### config.mk
export PLATFORM = sky130hd
export DESIGN_NAME = sor_bank
export DESIGN_NICKNAME = d
export VERILOG_FILES = /design/src/rtl/sor_bank.sv
export SDC_FILE = /design/constraint.sdc
export NUM_CORES = 1
export LEC_CHECK = 0
export CAP_MARGIN = 20
export CORE_MARGIN = 4
export CORE_UTILIZATION = 43
export DETAILED_ROUTE_END_ITERATION = 8
export GPL_ROUTABILITY_DRIVEN = 0
export PLACE_DENSITY = 0.68
export SLEW_MARGIN = 20
export SYNTH_ARGS = -nofsm -noshare
export SYNTH_HDL_FRONTEND = slang
export SYNTH_SLANG_ARGS = --single-unit
### constraint.sdc
create_clock -name clock -period 9.9 [get_ports clock]
set_input_delay 0.99 -clock clock [delete_from_list [all_inputs] [get_ports clock]]
set_output_delay 0.99 -clock clock [all_outputs]
set_load 0.05 [all_outputs]
### src/rtl/sor_bank.sv
// Bank of NCH special-operand pointer registers. Each pointer is loaded from the C-bus,
// steps by STEP with optional wrap at a per-channel limit, and is read out over the A-bus.
module sor_bank #(
   parameter int               WIDTH      = 32,
   parameter int               NCH        = 2,
   parameter logic [WIDTH-1:0] STEP       = 1,
   parameter logic [3:0]       DATA_CODE  = 4'd9,
   parameter logic [3:0]       LIMIT_CODE = 4'd11,
   parameter logic [2:0]       ABUS_CODE  = 3'd4
) (
   input  logic             clock,
   input  logic             rst,
   input  logic [WIDTH-1:0] cbus_out,
   input  logic [3:0]       cbus_en,
   input  logic [2:0]       abus_en,
   input  logic [NCH-1:0]   inc_en,
   output logic [WIDTH-1:0] abus_in,
   output logic [NCH-1:0]   wrap
);

   localparam int DataLast  = int'(DATA_CODE) + NCH - 1;
   localparam int LimitLast = int'(LIMIT_CODE) + NCH - 1;
   localparam int AbusLast  = int'(ABUS_CODE) + NCH - 1;

   // Code ranges are derived from the base codes, so they must fit and stay disjoint.
   if (NCH < 1 || NCH > 8) begin : g_badNch
      $error("sor_bank: NCH must be in 1..8");
   end
   if (DataLast > 15 || LimitLast > 15 || AbusLast > 7) begin : g_badRange
      $error("sor_bank: code range exceeds bus-enable code space");
   end
   if (!(DataLast < int'(LIMIT_CODE) || LimitLast < int'(DATA_CODE))) begin : g_badOverlap
      $error("sor_bank: DATA and LIMIT code ranges overlap");
   end

   logic [WIDTH-1:0] w_data [NCH];

   for (genvar i = 0; i < NCH; i++) begin : g_chan
      localparam logic [3:0] DataCode  = DATA_CODE + 4'(i);
      localparam logic [3:0] LimitCode = LIMIT_CODE + 4'(i);

      logic [WIDTH-1:0] r_data;
      logic [WIDTH-1:0] r_limit;
      logic             r_wrap;
      logic [WIDTH:0]   w_sum;
      logic [WIDTH-1:0] w_next;
      logic             w_wrapNext;

      assign w_sum = {1'b0, r_data} + {1'b0, STEP};

      // A single subtraction folds the sum back below the limit; limit 0 means free-running.
      always_comb begin
         w_next     = w_sum[WIDTH-1:0];
         w_wrapNext = 1'b0;
         if (r_limit == '0) begin
            w_wrapNext = w_sum[WIDTH];
         end else if (w_sum >= {1'b0, r_limit}) begin
            w_next     = r_data + STEP - r_limit;
            w_wrapNext = 1'b1;
         end
      end

      always_ff @(negedge clock) begin
         if (!rst) begin
            r_data  <= '0;
            r_limit <= '0;
            r_wrap  <= 1'b0;
         end else begin
            if (cbus_en == LimitCode) begin
               r_limit <= cbus_out;
            end
            if (cbus_en == DataCode) begin
               r_data <= cbus_out;
               r_wrap <= 1'b0;
            end else if (inc_en[i]) begin
               r_data <= w_next;
               r_wrap <= w_wrapNext;
            end else begin
               r_wrap <= 1'b0;
            end
         end
      end

      assign w_data[i] = r_data;
      assign wrap[i]   = r_wrap;
   end

   always_comb begin
      abus_in = '0;
      for (int i = 0; i < NCH; i++) begin
         if (abus_en == ABUS_CODE + 3'(i)) begin
            abus_in = w_data[i];
         end
      end
   end

endmodule

* Word-level counts from Yosys, hierarchy flattened
Index checks and enable logic that the tools add are counted.
** Cells by class
- Add/sub/neg operators :: 6
- $lt $le $gt $ge :: 2
- Equality and inequality tests :: 6
- Muxes and demuxes :: 14
- Bitwise logic cells :: 3
- Reduce and logical (&&, ||, !) cells :: 6
** Operators with widths (number)
- $mux 32 :: 10
- $add 32x1->33 const B :: 2
- $ge 33x32->1 :: 2
- $add 32x1->32 const B :: 2
- $logic_not 32->1 :: 2
- $sub 32x32->32 :: 2
- $eq 4x4->1 const B :: 4
- $eq 3x3->1 const B :: 2
- $reduce_or 3->1 :: 2
- $mux 1 :: 4
- $reduce_bool 2->1 :: 2
- $not 1->1 :: 3
** Word-level totals
- Register bits :: 130
- Output and inout port bits :: 34
- Word-level logic and storage cells :: 43

* Longest topological paths before layout
- Depth after elaboration :: 6
- Gate-level depth with buffers :: 19

==> results.cfg <==
[cells_and_area]
fin_area_um2 = 15000
final_common_cell = nand2_1
stdcell_count = 2266
final_cell_mix = 248 x nand2_1, 231 x inv_1, 188 x ha_1
multi_input_area_um2 = 9520
area_growth_pct = 16.1
drive_above_1_share = 0.0416
fin_util = 0.506
regArea_um2 = 2600
nets = 2096
diodes = 0
filler_cell_count = 2881

[logic_synthesis]
synth_largest_area_cell = dfxtp_1
synthDistinctLibCells = 75
syn_nets = 1945
synth_edf_count = 0
synth-seq-cells = 130
synth_cells = 1712
syn_area_per_cell_um2 = 7.52
synth_area_leaders = dfxtp_1 20%, ha_1 18%, nand2_1 7.2%
yosys.area.top_type_share = 0.202
synth.cell_area_um2 = 12900
yosysWarnings = 0
synthFlopType = dfxtp_1
synthArstFlopShare = 0
ys_seq_area_frac = 0.202

[timing]
worst_slew_pin_slew_ns = 0.988
hold_viol_final = 0
finalSetupViolations = 0
relSlewSlack = 0.324
setup_tns_ns = 0
rsz0062_at_grt = false
final-max-slew-violation-count = 0
finClkSkew_ns = 0.0309

[critical_path]
cp_num_buf_inv = 1
crit_slowest_cell = clkdlybuf4s50_1
cp.arrival_ns = 3.56
cp-start-kind = primary input
crit_path_end_kind = flop
cp_top_family = simple AND/OR/NAND/NOR gates
crit_chain = clkdlybuf4s50_1 -> nor2b_1 -> nand2_1 -> or2_2 -> and3_1 -> a21oi_1 -> nor2_1 -> or4_1 -> a211oi_1 -> nor3_1
slowest_delay_ns = 0.49
criticalPathCategory = primary input to flop
path_max_fanout = 17
required_ns = 5.28

[power_and_ir_drop]
cellPowerDensity_nw_per_um2 = 321
vdd_drop_max_mv = 0.124
leakage_nw = 6.63

[detailed_routing]
vias_per_cell = 5.92
wl_per_cell_um = 18.3
wl_mm = 41.4
wl_met1_mm = 18.2
drt-initial-drc-count = 1287
drc = 0
drt_pre_antenna_iters = 5
antenna_left = 0
wl_met2_mm = 18.9
num_vias = 13417
dr.max_layer_used = met4
wl_met3_mm = 2.91

[clocking]
cts_resized = 0
cts_hold_repair.buffers = 0
post-cts-setup-buffers = 0
clk_pin_slew_worst_paths_ns = 0.03
cts_made_buffers = 17
clock-sinks = 130
cts_root_buf = clkbuf_16
tritoncts = built
clk_latency_ns = 0.47
cts_buffer_depth = 2
htreeDepth = 4

[place]
placed_area_um2 = 13900
dp_cells = 2105
portBuffers = 76
hpwl_mm = 31.7

[die]
die_area_um2 = 32800
ios = 77
chipHeight_um = 181
fp.dieW_um = 181
initial_core_util = 0.436
row_count = 63
core_area_um2 = 29600

[job]
drv_cap = 0

[grt]
antenna_found_initial = 0
grtUsageTotal = 0.243
grt_pass1_vias = 12673
grt_max_degree = 71
gr-total-overflow = 0
grt_pass1_wl_mm = 66.0

[worst_hold_path]
worstHoldPathType = flop to flop

[status]
status = finished clean
worst paths after layout:
check                                                  startpoint  depth (start not counted)  slack [ns]                           endpoint
worst max-delay path                                   cbus_en[3]                         10        1.73  g_chan[0].r_data[31]$_SDFFE_NN0P_
worst min-delay path            g_chan[0].r_limit[2]$_SDFFE_NN0N_                          2        0.47  g_chan[0].r_limit[2]$_SDFFE_NN0N_
worst max register to register   g_chan[0].r_data[3]$_SDFFE_NN0P_                         15        4.00   g_chan[0].r_data[4]$_SDFFE_NN0P_
worst min register to register  g_chan[0].r_limit[2]$_SDFFE_NN0N_                          2        0.47  g_chan[0].r_limit[2]$_SDFFE_NN0N_
layout make-up:
class	instances	area share
tap	390	0.0326
inverter	103	0.0258
multi-input combinational	1387	0.637
clock buffer	17	0.0284
sequential	130	0.174
clock inverter	145	0.0430
timing repair buffer	94	0.0596
per-stage QoR:
stage                     hold slack [ns]  power, mW  setup slack, ns
after floorplan                     0.449       3.25             2.07
after global placement              0.460       3.92             1.33
after detailed placement            0.467       3.97             1.30
after CTS                           0.471       4.77             1.76
after global routing                0.497       5.23             1.49
final                               0.466       4.80             1.73
where the power goes:
group / total [mW] / switching (mW) / internal [mW]
Combinational: 3.12 / 1.78 / 1.33
Sequential: 0.838 / 0.216 / 0.623
Clock: 0.848 / 0.404 / 0.444
Total: 4.80 / 2.40 / 2.40
kinds of logic after synthesis:
| group | after synthesis | synth area share |
|---|---|---|
| AO/OA/AOI/OAI | 482 | 0.244 |
| XOR/XNOR | 106 | 0.0721 |
| multiplexers | 37 | 0.0293 |
| buffers and inverters | 195 | 0.0603 |
| AND/OR/NAND/NOR | 572 | 0.207 |
| flip-flops | 130 | 0.202 |
| adder cells (fa/ha/maj) | 190 | 0.186 |
cell usage after synthesis (5+ instances only):
master / number
nand2_1: 248
ha_1: 188
a21oi_1: 176
dfxtp_1: 130
nor2_1: 105
inv_1: 102
clkbuf_1: 77
xnor2_1: 68
o21ai_0: 62
nand3_1: 55
xor2_1: 38
nand4_1: 36
a22o_1: 32
mux2i_1: 31
a21o_1: 30
a211oi_1: 26
nor3_1: 26
and3_1: 25
nor4_1: 22
o21a_1: 18
a31oi_1: 16
nor2b_1: 13
o31ai_1: 12
o211ai_1: 11
o22ai_1: 9
a221oi_1: 8
o221ai_1: 8
a211o_1: 7
a31o_1: 7
and4_1: 7
o21ai_1: 7
buf_2: 6
mux2_2: 6
o21bai_1: 6
a21boi_0: 5
a22oi_1: 5
o211a_1: 5
state kept, by name (all words and copies together) (netlist names):
register and count:
g_chan.r_data 64, g_chan.r_limit 64, g_chan.r_wrap 2
worst reg2reg max path, delay by kind of cell (launching register included):
kind | cells | cell delay (ns)
flip-flops | 1 | 0.57
AND/OR/NAND/NOR | 8 | 2.93
adder cells (fa/ha/maj) | 1 | 0.30
XOR/XNOR | 1 | 0.19
multiplexers | 1 | 0.29
buffers and inverters | 1 | 0.35
AO/OA/AOI/OAI | 3 | 1.16
per-layer routing:
metal  up-vias  GRT usage
met3        89     0.0401
met2       586      0.386
met1      6222      0.329
li1       6520          -
met4         0      0.100
met5         -          0
Note: power is estimated with default switching activity, not from simulation.
